--- src/rtl/cnn_mac_pipe_dsp_if.sv ---
// cnn_mac_pipe_dsp_if: operand/result bundle of the pipelined signed MAC.
//
// Signals
//   ce        clock enable; 0 freezes every register in the MAC
//   in_valid  current beat carries an operand pair
//   first     beat opens a new accumulation (qualified by in_valid)
//   last      beat closes the accumulation (qualified by in_valid)
//   din0      signed activation operand
//   din1      signed weight operand
//   out_valid dout holds a completed result
//   dout      signed result
//   overflow  sticky overflow flag belonging to the result on dout
//
// Modports
//   master    stream source / result sink (drives operands and ce)
//   slave     the MAC itself
interface cnn_mac_pipe_dsp_if #(
    parameter int unsigned DIN0_WIDTH = 10,
    parameter int unsigned DIN1_WIDTH = 14,
    parameter int unsigned DOUT_WIDTH = 25
);
    logic                         ce;
    logic                         in_valid;
    logic                         first;
    logic                         last;
    logic signed [DIN0_WIDTH-1:0] din0;
    logic signed [DIN1_WIDTH-1:0] din1;
    logic                         out_valid;
    logic signed [DOUT_WIDTH-1:0] dout;
    logic                         overflow;

    modport master (
        output ce,
        output in_valid,
        output first,
        output last,
        output din0,
        output din1,
        input  out_valid,
        input  dout,
        input  overflow
    );

    modport slave (
        input  ce,
        input  in_valid,
        input  first,
        input  last,
        input  din0,
        input  din1,
        output out_valid,
        output dout,
        output overflow
    );
endinterface

--- src/rtl/cnn_mac_pipe_dsp.sv ---
// cnn_mac_pipe_dsp: pipelined, parametrised signed multiply-accumulate.
//
// MUL_STAGES registered product stages feed one accumulate stage. The
// accumulate stage also registers the scaled, range-limited result into dout
// on the edge that consumes a valid 'last' beat, so a 'last' beat presented at
// the input shows up on out_valid MUL_STAGES+1 enabled edges later.
//
// Ports
//   ap_clk    clock, rising edge
//   ap_rst_n  asynchronous active-low reset
//   bus       cnn_mac_pipe_dsp_if.slave (ce, in_valid, first, last, din0,
//             din1 in; out_valid, dout, overflow out)
//
// Parameters
//   DIN0_WIDTH/DIN1_WIDTH  signed operand widths
//   ACC_WIDTH              accumulator width (>= DIN0_WIDTH+DIN1_WIDTH)
//   DOUT_WIDTH             output width (<= ACC_WIDTH)
//   MUL_STAGES             product pipeline registers, 1..3
//   OUT_SHIFT              arithmetic right shift before output
//   SATURATE               1 = clamp on overflow, 0 = two's-complement wrap
module cnn_mac_pipe_dsp #(
    parameter int unsigned DIN0_WIDTH = 10,
    parameter int unsigned DIN1_WIDTH = 14,
    parameter int unsigned ACC_WIDTH  = 25,
    parameter int unsigned DOUT_WIDTH = 25,
    parameter int unsigned MUL_STAGES = 2,
    parameter int unsigned OUT_SHIFT  = 0,
    parameter bit          SATURATE   = 1'b1
) (
    input logic               ap_clk,
    input logic               ap_rst_n,
    cnn_mac_pipe_dsp_if.slave bus
);

    localparam int unsigned PROD_WIDTH = DIN0_WIDTH + DIN1_WIDTH;
    localparam int unsigned SUM_WIDTH  = ACC_WIDTH + 1;
    localparam int unsigned LAST       = MUL_STAGES - 1;
    // Bits of the scaled value that must all equal the sign to fit DOUT_WIDTH.
    localparam int unsigned HI_WIDTH   = ACC_WIDTH - DOUT_WIDTH + 1;

    localparam logic signed [ACC_WIDTH-1:0]  ACC_MAX  = {1'b0, {(ACC_WIDTH - 1){1'b1}}};
    localparam logic signed [ACC_WIDTH-1:0]  ACC_MIN  = {1'b1, {(ACC_WIDTH - 1){1'b0}}};
    localparam logic signed [DOUT_WIDTH-1:0] DOUT_MAX = {1'b0, {(DOUT_WIDTH - 1){1'b1}}};
    localparam logic signed [DOUT_WIDTH-1:0] DOUT_MIN = {1'b1, {(DOUT_WIDTH - 1){1'b0}}};

    // Multiply pipeline with its sideband shift register.
    logic signed [PROD_WIDTH-1:0] prod_in;
    logic signed [PROD_WIDTH-1:0] prod_q [MUL_STAGES];
    logic [MUL_STAGES-1:0]        vld_q;
    logic [MUL_STAGES-1:0]        first_q;
    logic [MUL_STAGES-1:0]        last_q;

    // Accumulate stage.
    logic signed [ACC_WIDTH-1:0]  acc_q;
    logic                         flag_q;
    logic signed [SUM_WIDTH-1:0]  prod_ext;
    logic signed [SUM_WIDTH-1:0]  acc_ext;
    logic signed [SUM_WIDTH-1:0]  sum;
    logic                         sum_ovf;
    logic signed [ACC_WIDTH-1:0]  acc_next;
    logic                         flag_next;

    // Output stage.
    logic signed [ACC_WIDTH-1:0]  scaled;
    logic [HI_WIDTH-1:0]          scaled_hi;
    logic                         scaled_ovf;
    logic signed [DOUT_WIDTH-1:0] dout_next;
    logic                         out_valid_q;
    logic signed [DOUT_WIDTH-1:0] dout_q;
    logic                         ovf_q;

    logic                         acc_en;
    logic                         result_en;

    // Operands are widened before the multiply so the product is full precision.
    assign prod_in = PROD_WIDTH'(bus.din0) * PROD_WIDTH'(bus.din1);

    assign acc_en    = vld_q[LAST];
    assign result_en = vld_q[LAST] & last_q[LAST];

    always_comb begin
        prod_ext = SUM_WIDTH'(prod_q[LAST]);
        acc_ext  = {acc_q[ACC_WIDTH-1], acc_q};
        sum      = first_q[LAST] ? prod_ext : acc_ext + prod_ext;

        // The extra sum bit disagrees with the accumulator sign bit only when the
        // true result left the ACC_WIDTH range; sum[ACC_WIDTH] is the true sign.
        sum_ovf = sum[ACC_WIDTH] ^ sum[ACC_WIDTH-1];
        if (sum_ovf && SATURATE) begin
            acc_next = sum[ACC_WIDTH] ? ACC_MIN : ACC_MAX;
        end else begin
            acc_next = sum[ACC_WIDTH-1:0];
        end

        // A 'first' beat restarts the sticky flag before folding in its own overflow.
        flag_next = (first_q[LAST] ? 1'b0 : flag_q) | sum_ovf;

        scaled     = acc_next >>> OUT_SHIFT;
        scaled_hi  = scaled[ACC_WIDTH-1:DOUT_WIDTH-1];
        scaled_ovf = !((&scaled_hi) || !(|scaled_hi));
        if (scaled_ovf && SATURATE) begin
            dout_next = scaled[ACC_WIDTH-1] ? DOUT_MIN : DOUT_MAX;
        end else begin
            dout_next = scaled[DOUT_WIDTH-1:0];
        end
    end

    always_ff @(posedge ap_clk or negedge ap_rst_n) begin
        if (!ap_rst_n) begin
            for (int i = 0; i < int'(MUL_STAGES); i++) begin
                prod_q[i] <= '0;
            end
            vld_q       <= '0;
            first_q     <= '0;
            last_q      <= '0;
            acc_q       <= '0;
            flag_q      <= 1'b0;
            out_valid_q <= 1'b0;
            dout_q      <= '0;
            ovf_q       <= 1'b0;
        end else if (bus.ce) begin
            prod_q[0]  <= prod_in;
            vld_q[0]   <= bus.in_valid;
            first_q[0] <= bus.first;
            last_q[0]  <= bus.last;
            for (int i = 1; i < int'(MUL_STAGES); i++) begin
                prod_q[i]  <= prod_q[i-1];
                vld_q[i]   <= vld_q[i-1];
                first_q[i] <= first_q[i-1];
                last_q[i]  <= last_q[i-1];
            end

            // Bubbles leave the partial sum and its flag untouched.
            if (acc_en) begin
                acc_q  <= acc_next;
                flag_q <= flag_next;
            end

            // dout/overflow hold between results; out_valid is a one-enabled-cycle pulse.
            out_valid_q <= result_en;
            if (result_en) begin
                dout_q <= dout_next;
                ovf_q  <= flag_next | scaled_ovf;
            end
        end
    end

    assign bus.out_valid = out_valid_q;
    assign bus.dout      = dout_q;
    assign bus.overflow  = ovf_q;

endmodule

--- src/flat_wrapper.sv ---
// flat-port wrapper written by rule: the top's interface ports become plain ports
module cnn_mac_pipe_dsp_flat 
#(
    parameter int unsigned DIN0_WIDTH = 10,
    parameter int unsigned DIN1_WIDTH = 14,
    parameter int unsigned ACC_WIDTH  = 25,
    parameter int unsigned DOUT_WIDTH = 25,
    parameter int unsigned MUL_STAGES = 2,
    parameter int unsigned OUT_SHIFT  = 0,
    parameter bit          SATURATE   = 1'b1
)
  (ap_clk, ap_rst_n, bus_ce, bus_in_valid, bus_first, bus_last, bus_din0, bus_din1, bus_out_valid, bus_dout, bus_overflow);
  cnn_mac_pipe_dsp_if #(.DIN0_WIDTH(DIN0_WIDTH), .DIN1_WIDTH(DIN1_WIDTH), .DOUT_WIDTH(DOUT_WIDTH)) bus_i ();
  input logic ap_clk;
  input logic ap_rst_n;
  input wire logic [$bits(bus_i.ce)-1:0] bus_ce;
  input wire logic [$bits(bus_i.in_valid)-1:0] bus_in_valid;
  input wire logic [$bits(bus_i.first)-1:0] bus_first;
  input wire logic [$bits(bus_i.last)-1:0] bus_last;
  input wire logic [$bits(bus_i.din0)-1:0] bus_din0;
  input wire logic [$bits(bus_i.din1)-1:0] bus_din1;
  output wire logic [$bits(bus_i.out_valid)-1:0] bus_out_valid;
  output wire logic [$bits(bus_i.dout)-1:0] bus_dout;
  output wire logic [$bits(bus_i.overflow)-1:0] bus_overflow;
  assign bus_i.ce = bus_ce;
  assign bus_i.in_valid = bus_in_valid;
  assign bus_i.first = bus_first;
  assign bus_i.last = bus_last;
  assign bus_i.din0 = bus_din0;
  assign bus_i.din1 = bus_din1;
  assign bus_out_valid = bus_i.out_valid;
  assign bus_dout = bus_i.dout;
  assign bus_overflow = bus_i.overflow;
  cnn_mac_pipe_dsp #(.DIN0_WIDTH(DIN0_WIDTH), .DIN1_WIDTH(DIN1_WIDTH), .ACC_WIDTH(ACC_WIDTH), .DOUT_WIDTH(DOUT_WIDTH), .MUL_STAGES(MUL_STAGES), .OUT_SHIFT(OUT_SHIFT), .SATURATE(SATURATE)) u_core (.ap_clk(ap_clk), .ap_rst_n(ap_rst_n), .bus(bus_i));
endmodule
--- config.mk ---
export PLATFORM = sky130hd
export DESIGN_NAME = cnn_mac_pipe_dsp_flat
export DESIGN_NICKNAME = d
export VERILOG_FILES = /design/src/rtl/cnn_mac_pipe_dsp_if.sv /design/src/rtl/cnn_mac_pipe_dsp.sv /design/src/flat_wrapper.sv
export SDC_FILE = /design/constraint.sdc
export NUM_CORES = 1
export LEC_CHECK = 0
export BUFFER_PORTS_ARGS = -buffer_cell sky130_fd_sc_hd__clkbuf_2
export CORE_ASPECT_RATIO = 0.5
export CORE_MARGIN = 3
export CORE_UTILIZATION = 25
export CTS_BUF_LIST = sky130_fd_sc_hd__clkbuf_4
export DETAILED_ROUTE_END_ITERATION = 7
export SYNTH_ARGS = -nofsm -noshare
export SYNTH_HDL_FRONTEND = slang
export SYNTH_SLANG_ARGS = --single-unit
--- constraint.sdc ---
create_clock -name ap_clk -period 4.1 [get_ports ap_clk]
set_input_delay 0.205 -clock ap_clk [delete_from_list [all_inputs] [get_ports ap_clk]]
set_output_delay 0.205 -clock ap_clk [all_outputs]
set_load 0.005 [all_outputs]
==> run_results.csv, run 1 <==
group,metric,value,unit
outcome,status,"finished, violations left",
outcome,violations,"setup timing",
cts,clk_pin_slew,0.15,ns
timing,min_period_over_period,114,%
cts,cts_max_level,3,
grt,grt.busiest_layer,"met2",
route,via_per_inst,4.29,
pwr,irDropWorstVdd,0.469,mV
timing,max_freq,215,MHz
finish,final_area,13200,sq um
critical_path,slowest_delay,0.54,ns
logic_synthesis,ys_types,66,
critical_path,worstSetupPathType,"primary input to flip-flop",
floorplan,num_rows,53,
logic_synthesis,postSynthCellCount,1128,
grt,grt_pass1_wl,41300,microns
pwr,power_density,943,nW/um^2
logic_synthesis,netlist_area,10900,sq um
timing,fin_skew,0.0326,ns
floorplan,core,42500,sq um
placement,dp_cells,1828,
placement,numPortBuffers,56,
critical_path,crit_path_max_fanout,4,
grt,gr-usage-met1,14.7,%
logic_synthesis,synthArstFlopShare,100,%
logic_synthesis,ys.flop_type,"dfrtp_1",
finish,fin_nets,1511,
pwr,p_leak,6.38,nW
cts,cts_num_sinks,107,
cts,cts_tree,"done",
job,maxCapViolations,0,
logic_synthesis,synth.ff_latch_count,107,
grt,antenna_found_initial,3,
timing,hold_viol,0,
cts,cts_buffers,9,
critical_path,crit_cells,21,
critical_path,crit_slowest_cell,"fa_1",
route,wirelength,24100,microns
floorplan,start_util,25.6,%
critical_path,arrival,5.03,ns
worst_hold_path,hold_depth,4,
critical_path,crit_buf_inv,6,
placement,gp_congestion,0.844,
placement,placed_cell_area,12700,sq um
critical_path,path_cells,"clkbuf_2, and2_4, fa_1, inv_2, fa_1, inv_2, fa_1, fa_1, inv_1, fa_1, inv_2, ha_4, a2111oi_4, o21ai_2, a31o_1, a21oi_2, o21ai_2, a211oi_2, buf_4, xnor2_1, mux2_4",
logic_synthesis,syn-mean-instance-area,9.65,sq um
timing,period_minus_slack,4.65,ns
grt,grt_usage,10.8,%
logic_synthesis,ys_seq_area_share,24.6,%
finish,layout_common_cells,"inv_1 (175), nand2_1 (155), fa_1 (123), buf_4 (122), dfrtp_1 (107)",
timing,timing.hold.ws,0.263,ns
cts,cts_buffer_depth,2,
floorplan,die_w,301,microns
critical_path,crit_family,"adder cells",
floorplan,die_area,46200,sq um
grt,grt_pass1_vias,8217,
route,first_pass_iters,4,
finish,area_growth,21.7,%
timing,worst_slew_margin_rel,33.1,%
grt,grt.overflow.total,0,
finish,drive_gt1_share,25.7,%
grt,grt_start_max_net_pins,62,
route,dr_total_vias,7975,
timing,slew_viol_final,0,
grt,use_met3,1.16,%
logic_synthesis,synth_edf_count,0,
worst_hold_path,hold_class,"primary input to flip-flop",
timing,rsz0062_at_grt,"yes",
finish,finalNonFillerCells,1858,
placement,place_ws,-1.08,ns
critical_path,start_kind,"primary input",
cts,root_buffer,"clkbuf_4",
logic_synthesis,ys_warn_count,0,
timing,layout_setup_ws,-0.555,ns
timing,worst_pin_slew,1.00,ns
timing,finalSetupViolCount,10,
floorplan,die_height,154,microns
route,drc,0,
route,routedWlPerCell,13.0,microns
grt,met2_usage,18.4,%
critical_path,end_kind,"flip-flop",
critical_path,critPathMostFrequentCell,"fa_1",
floorplan,pin_count,57,
finish,mostFrequentLayoutCell,"inv_1",
placement,place_hpwl,19600,microns
critical_path,rr_worst_depth,13,
logic_synthesis,synthesis.nets,1364,
route,ant_nets,0,
timing,finalSetupTns,-3.29,ns
cts,clock_latency,0.50,ns
critical_path,crit_required,4.48,ns
route,drtIter0Drc,342,
==> cell type report <==
type	instances	area [sq um]
multi-input cells	786	7630
diodes	1	2.50
fillers	4365	29300
flip-flops and latches	107	2680
inverters	183	687
repair buffers	188	1400
clock inverters	7	52.6
clock buffers	9	67.6
well taps	577	722
==> registers in the layout, summed over array words and instances (netlist names) <==
name	cells
u_core.first_q	2
u_core.bus.out_valid	1
u_core.acc_q	25
u_core.vld_q	2
u_core.prod_q	24
u_core.flag_q	1
u_core.last_q	2
u_core.prod_ext	24
u_core.bus.overflow	1
u_core.bus.dout	25
==> metrics by stage <==
stage	util, %	power (W)
after floorplan	-	0.00848
after global placement	29.9	0.0110
after detailed placement	29.9	0.0110
after CTS	30.7	0.0120
after global routing	31.2	0.0139
final	31.2	0.0125
==> report_power, final <==
group | total (W) | internal, W | switching (W)
logic | 0.0101 | 0.00510 | 0.00496
registers | 0.00193 | 0.00155 | 0.000373
clock network | 0.000500 | 0.000129 | 0.000371
==> cells by family (layout without fill, tap and decap cells) <==
| group | after synthesis | after routing | share of synthesized area (%) |
|---|---|---|---|
| and+or+nand+nor | 281 | 281 | 12.2 |
| buffers and inverters | 235 | 387 | 8.43 |
| adders and majority gates | 206 | 206 | 32.2 |
| AOI/OAI and AO/OA | 206 | 206 | 13.9 |
| DFF | 107 | 107 | 24.6 |
| muxes | 48 | 48 | 4.95 |
| xor gates and xnor gates | 45 | 45 | 3.62 |
| other | 0 | 1 | 0 |
==> per-layer routing <==
metal | vias up | wire length [microns]
met5 | - | 29
met4 | 4 | 239
met3 | 17 | 682
met2 | 76 | 11500
met1 | 3903 | 11700
li1 | 3975 | -
==> synth_stat cells, drive strengths merged, types with 2 or more instances <==
| cell | count | area [sq um] |
|---|---|---|
| nand2 | 159 | 597 |
| nor3 | 3 | 20.0 |
| nor3b | 2 | 15.0 |
| ha | 82 | 1030 |
| nand2b | 5 | 31.3 |
| buf | 9 | 70.1 |
| nor2b | 12 | 82.6 |
| a21oi | 43 | 245 |
| a31oi | 7 | 43.8 |
| and3 | 9 | 56.3 |
| dfrtp | 107 | 2680 |
| a31o | 2 | 17.5 |
| a21o | 14 | 105 |
| fa | 124 | 2480 |
| o211ai | 4 | 43.8 |
| clkbuf | 43 | 161 |
| nand3 | 13 | 77.6 |
| or2 | 3 | 18.8 |
| a41o | 2 | 20.0 |
| o21ai | 73 | 369 |
| xor2 | 10 | 87.6 |
| inv | 183 | 687 |
| a221o | 2 | 20.0 |
| o21bai | 5 | 37.5 |
| and2 | 51 | 319 |
| nand4 | 4 | 25.0 |
| o31ai | 6 | 58.8 |
| nor2 | 16 | 60.1 |
| a221oi | 22 | 324 |
| xnor2 | 35 | 307 |
| a311o | 2 | 20.0 |
| a211o | 2 | 17.5 |
| o21a | 5 | 37.5 |
| a211oi | 7 | 57.6 |
| mux2 | 47 | 529 |
==> worst paths after layout <==
path / startpoint / end / slack (ns)
max reg2reg: u_core.prod_ext[0] / u_core.bus.dout[8] / 0.79
max in group asynchronous: ap_rst_n / u_core.prod_q[35] / 3.16
min reg2reg: u_core.bus.overflow / u_core.bus.overflow / 0.50
min in group asynchronous: ap_rst_n / u_core.bus.dout[17] / 0.32
min: bus_din1[0] / u_core.prod_q[24] / 0.26
max: bus_din0[5] / u_core.prod_q[44] / -0.55
==> worst reg2reg max path, delay by kind of cell, from the launching register on <==
kind,cells,cell delay (ns)
buffers and inverters,2,0.40
and+or+nand+nor,2,0.20
DFF,1,0.45
AOI/OAI and AO/OA,7,1.69
adders and majority gates,2,0.50
==> timing repair <==
| action | in CTS | in global routing |
|---|---|---|
| gates cloned | 0 | 0 |
| setup buffers | 3 | 6 |
| hold endpoints to repair | 110 | 0 |
| setup endpoints to repair | 11 | 13 |
| pin swaps | 16 | 26 |
| gates resized for setup | 26 | 51 |
| hold buffers | 5 | 0 |
No activity file was read; power rests on OpenSTA's default activity.
==> run 2: changes to the inputs <==
--- a/config.mk
+++ b/config.mk
@@ -10,5 +10,5 @@
 export CORE_MARGIN = 3
 export CORE_UTILIZATION = 25
-export CTS_BUF_LIST = sky130_fd_sc_hd__clkbuf_4
+export CTS_BUF_LIST = sky130_fd_sc_hd__clkbuf_8 sky130_fd_sc_hd__clkbuf_16
 export DETAILED_ROUTE_END_ITERATION = 7
 export SYNTH_ARGS = -nofsm -noshare
==> constraint.sdc (replaced) <==
create_clock -name ap_clk -period 4.1 [get_ports ap_clk]
set_input_delay 0.41 -clock ap_clk [delete_from_list [all_inputs] [get_ports ap_clk]]
set_output_delay 0.41 -clock ap_clk [all_outputs]
set_load 0.005 [all_outputs]
==> run_results.csv, run 2 (synthesized netlist as in run 1, its figures left out) <==
group,metric,value,unit
outcome,status,"finished, violations left",
outcome,violations,"setup timing",
timing,rsz0062_at_grt,"yes",
critical_path,crit_path_max_fanout,3,
critical_path,timing.rr.start,"u_core.prod_ext[1]",
critical_path,path_cells,"buf_6, and2_4, fa_1, inv_2, fa_1, inv_1, fa_1, fa_1, inv_2, fa_1, inv_2, ha_4, a2111oi_4, o21ai_2, a31o_1, a21oi_2, o21ai_2, a211oi_2, a21oi_1, xnor2_1, a21oi_1",
route,drtIter0Drc,288,
timing,finalSetupViolCount,15,
timing,max_freq,204,MHz
route,ant_nets,0,
job,maxCapViolations,0,
cts,cts_max_level,3,
timing,min_period_over_period,120,%
grt,gr-usage-met1,14.7,%
route,dr_total_vias,7966,
cts,clock_latency,0.36,ns
finish,fillCellCount,4370,
timing,period_minus_slack,4.90,ns
finish,drive_gt1_share,26.5,%
cts,cts_num_sinks,107,
timing,worst_pin_slew,0.782,ns
placement,place_hpwl,19300,microns
grt,grt_pass1_vias,8281,
critical_path,crit_slowest_cell,"fa_1",
cts,cts_tree,"done",
timing,finalSetupTns,-7.68,ns
grt,grt.overflow.total,0,
finish,n_antenna_cell,0,
timing,layout_setup_ws,-0.802,ns
pwr,power.total,0.0129,W
critical_path,crit_required,4.31,ns
placement,gp_congestion,0.848,
floorplan,die_height,154,microns
critical_path,critPathMostFrequentCell,"fa_1",
pwr,irDropWorstVdd,0.397,mV
grt,grt.busiest_layer,"met2",
critical_path,reg2reg_slack,0.85,ns
route,drc,0,
timing,slew_viol_final,0,
grt,met2_usage,18.2,%
finish,layout_common_cells,"inv_1 (175), nand2_1 (153), fa_1 (123), buf_4 (116), dfrtp_1 (107)",
finish,mostFrequentLayoutCell,"inv_1",
critical_path,end_kind,"flip-flop",
finish,fin_nets,1509,
critical_path,rr_worst_depth,11,
placement,numPortBuffers,56,
route,first_pass_iters,4,
pwr,p_leak,6.50,nW
worst_hold_path,hold_class,"primary input to asynchronous set/reset pin",
grt,use_met3,1.44,%
timing,worst_slew_margin_rel,47.9,%
grt,grt_start_max_net_pins,69,
finish,finalNonFillerCells,1854,
route,routedWlPerCell,13.0,microns
finish,area_growth,23.5,%
route,wirelength,24100,microns
grt,antenna_found_initial,3,
grt,grt_usage,10.8,%
timing,timing.hold.ws,0.0562,ns
floorplan,pin_count,57,
critical_path,start_kind,"primary input",
floorplan,start_util,25.6,%
cts,cts_buffers,9,
placement,place_ws,-1.27,ns
pwr,power_density,957,nW/um^2
placement,dp_cells,1823,
floorplan,die_w,301,microns
cts,clk_pin_slew,0.07,ns
cts,cts_buffer_depth,2,
floorplan,num_rows,53,
critical_path,arrival,5.11,ns
floorplan,die_area,46200,sq um
critical_path,slowest_delay,0.55,ns
route,via_per_inst,4.30,
floorplan,core,42500,sq um
timing,hold_viol,0,
timing,fin_skew,0.00781,ns
grt,grt_pass1_wl,41400,microns
critical_path,r2r_end,"u_core.bus.dout[3]",
critical_path,crit_path_start,"bus_din1[4]",
cts,root_buffer,"clkbuf_16",
critical_path,worstSetupPathType,"primary input to flip-flop",
[run 2: cell types whose count changed in the layout (fill, tap and decap cells not counted), sizes merged]
cell,delta
bufinv,+2
buf,-1
clkbuf,+4
inv,-1
clkinv,-2
dlygate4sd3,-5
diode,-1
[run 2: layout make-up]
cell class,count,area (sq um),share of cell area [%]
clock inverter,6,90.1,0.670
multi-input combinational,786,7640,56.8
tap,577,722,5.37
timing repair buffer,186,1400,10.4
sequential,107,2680,19.9
inverter,183,687,5.11
clock buffer,9,225,1.67
[run 2: stage by stage]
step / instance area [sq um] / utilization [%]
after global placement: 12700 / 29.8
after global routing: 13400 / 31.6
after floorplan: 11100 / -
after CTS: 13200 / 31.2
final: 13400 / 31.6
after detailed placement: 12700 / 29.8
[run 2: critical path, delay by kind of cell]
family | cells | cell delay (ns)
XOR/XNOR | 1 | 0.15
buffers and inverters | 5 | 0.28
AO/OA/AOI/OAI | 8 | 1.34
adder cells (fa/ha/maj) | 6 | 2.79
AND/OR/NAND/NOR | 1 | 0.15
[run 2: metal layers]
metal / part of all wire, % / up-vias
met5: 0.14 / -
met4: 1.0 / 6
met3: 2.4 / 22
met2: 47 / 80
met1: 49 / 3896
li1: - / 3962
[run 2: how the worst max path moves through the flow]
stage,endpoint,slack (ns),cells after the start
floorplan,u_core.prod_q[44],-1.16,21
global placement,u_core.prod_q[45],-1.21,21
detailed placement,u_core.prod_q[45],-1.27,21
CTS,u_core.prod_q[46],-0.80,21
global route,u_core.prod_q[46],-1.02,21
finish,u_core.prod_q[46],-0.80,21
[run 2: power breakdown]
group          internal [W]  switching (W)  leakage [nW]
logic               0.00504        0.00497          5.05
clock network      0.000534       0.000395         0.152
registers           0.00156       0.000364          1.30
total               0.00714        0.00573          6.50
[run 2: what timing repair did]
action | 4_1_cts | 5_1_grt
pin swaps | 29 | 24
setup buffers | 7 | 10
hold buffers | 0 | 0
hold endpoints to repair | 0 | 0
resized for setup | 43 | 37
setup endpoints to repair | 16 | 17
==> run 3: changes to the inputs <==
- CORE_ASPECT_RATIO: 0.5 -> default
- PLACE_DENSITY: default -> 0.37
- SETUP_SLACK_MARGIN: default -> 0.02
==> run_results.csv, run 3 (synthesized netlist as in run 1, its figures left out) <==
group,metric,value,unit
grt,grt_pass1_wl,46000,microns
route,dr_total_vias,7903,
floorplan,core,42500,sq um
critical_path,worstSetupPathType,"primary input to flip-flop",
pwr,irDropWorstVdd,0.436,mV
critical_path,crit_path_max_fanout,5,
job,maxCapViolations,0,
finish,mostFrequentLayoutCell,"inv_1",
placement,place_hpwl,22100,microns
finish,area_growth,22.7,%
timing,hold_viol,0,
cts,cts_num_sinks,107,
timing,period_minus_slack,4.93,ns
cts,clock_latency,0.36,ns
timing,min_period_over_period,120,%
pwr,cellInternalPower,0.00705,W
critical_path,slowest_delay,0.55,ns
floorplan,num_rows,75,
finish,n_antenna_cell,0,
finish,layout_common_cells,"inv_1 (176), nand2_1 (152), fa_1 (123), buf_4 (113), dfrtp_1 (107)",
critical_path,crit_buf_inv,6,
finish,drive_gt1_share,26.2,%
timing,layout_setup_ws,-0.827,ns
floorplan,die_height,215,microns
outcome,status,"finished, violations left",
floorplan,die_area,46100,sq um
route,wirelength,27000,microns
cts,cts_max_level,3,
timing,finalSetupTns,-8.17,ns
grt,grt.overflow.total,0,
grt,grt_pass1_vias,8571,
timing,max_freq,203,MHz
route,routedWlPerCell,14.6,microns
route,drc,0,
floorplan,start_util,25.6,%
cts,hold_buffers,0,
pwr,switchingPower,0.00593,W
route,ant_nets,0,
timing,worst_slew_margin_rel,33.5,%
timing,rsz0062_at_grt,"yes",
critical_path,arrival,5.18,ns
critical_path,crit_family,"adder cells",
pwr,power.total,0.0130,W
worst_hold_path,hold_class,"primary input to asynchronous set/reset pin",
route,via_per_inst,4.28,
finish,fillCellCount,4505,
pwr,p_leak,6.44,nW
critical_path,crit_slowest_cell,"fa_1",
pwr,p_sw_share,45.7,%
pwr,p_clk_share,6.6,%
finish,finalCoreUtilization,31.4,%
critical_path,end_kind,"flip-flop",
floorplan,pin_count,57,
outcome,violations,"setup timing",
timing,slew_viol_final,0,
critical_path,path_cells,"buf_8, buf_4, buf_6, and2_4, fa_1, fa_1, fa_1, fa_1, inv_1, fa_1, inv_2, ha_4, buf_4, and3_1, a31o_1, a21oi_2, o21ai_2, a211oi_2, xnor2_1, mux2_2",
grt,antenna_found_initial,1,
timing,finalSetupViolCount,14,
critical_path,crit_required,4.35,ns
placement,place_ws,-1.37,ns
floorplan,die_w,215,microns
critical_path,start_kind,"primary input",
cts,cts_buffers,9,
placement,gp_congestion,0.767,
cts,cts_tree,"done",
timing,worst_pin_slew,0.997,ns
pwr,seq_power_share,15.0,%
route,first_pass_iters,4,
grt,grt_usage,12.1,%
placement,numPortBuffers,56,
pwr,power_frac_comb,78.5,%
finish,fin_nets,1500,
cts,clk_pin_slew,0.08,ns
pwr,power_density,971,nW/um^2
route,drtIter0Drc,420,
grt,grt_start_max_net_pins,69,
cts,root_buffer,"clkbuf_16",
timing,fin_skew,0.0127,ns
cts,cts_buffer_depth,2,
critical_path,critPathMostFrequentCell,"fa_1",
[run 3: cell count changes in the layout (fill, tap and decap cells not counted), sizes merged]
cell / change
bufinv: -2
clkinvlp: +2
inv: +1
buf: -9
[run 3: worst paths after layout]
kind / start / end / slack (ns) / depth (start not counted)
min in group ap_clk: bus_last / u_core.last_q[0] / 0.28 / 2
worst min-delay path: ap_rst_n / u_core.bus.dout[7] / 0.06 / 1
max in group asynchronous: ap_rst_n / u_core.first_q[1] / 3.18 / 2
worst max register to register: u_core.prod_ext[18] / u_core.bus.dout[3] / 0.76 / 11
worst max-delay path: bus_din1[5] / u_core.prod_q[44] / -0.83 / 20
worst min register to register: u_core.bus.dout[5] / u_core.bus.dout[5] / 0.48 / 2
[run 3: power by group through the flow]
stage | registers (W) | logic [W] | clock network (W)
final | 0.00194 | 0.0102 | 0.000854
after floorplan | 0.00182 | 0.00666 | 0
after detailed placement | 0.00197 | 0.00930 | 0
after global routing | 0.00202 | 0.0115 | 0.000934
after global placement | 0.00196 | 0.00931 | 0
after CTS | 0.00196 | 0.00991 | 0.000895
[run 3: layout make-up]
type | count | area (sq um) | share of cell area (%)
flip-flops and latches | 107 | 2680 | 20.0
well taps | 577 | 722 | 5.40
inverters | 183 | 687 | 5.14
clock buffers | 9 | 225 | 1.69
repair buffers | 177 | 1330 | 9.96
clock inverters | 7 | 60.1 | 0.449
multi-input cells | 786 | 7660 | 57.3
[run 3: metrics by stage]
step | instance area, sq um | hold slack, ns | instances
after floorplan | 11100 | 0.114 | 1128
after global placement | 12600 | 0.467 | 1819
after detailed placement | 12600 | 0.468 | 1819
after CTS | 13200 | 0.0712 | 1841
after global routing | 13400 | 0.102 | 1846
final | 13400 | 0.0576 | 1846
[run 3: timing repair]
action / CTS / global route
setup endpoints to repair: 16 / 16
pin swaps: 41 / 20
gates resized for setup: 46 / 36
gates cloned: 0 / 0
setup buffers: 6 / 6
[run 3: metal layers]
metal / vias up / part of all wire (%) / track usage (%)
met5: - / 0.033 / 0
met4: 2 / 1.2 / 2.71
met3: 22 / 2.3 / 1.23
met2: 87 / 47 / 20.2
met1: 3852 / 50 / 17.0
li1: 3940 / - / -
[run 3: worst reg2reg max path: stages, from the launching register on]
cell	delay [ns]
dfrtp_1	0.48
ha_1	0.41
and3_1	0.23
and2_1	0.19
a221oi_1	0.26
inv_1	0.09
a22o_1	0.30
nor3_2	0.28
a221oi_4	0.09
buf_4	0.30
a221oi_2	0.45
o21ai_1	0.12
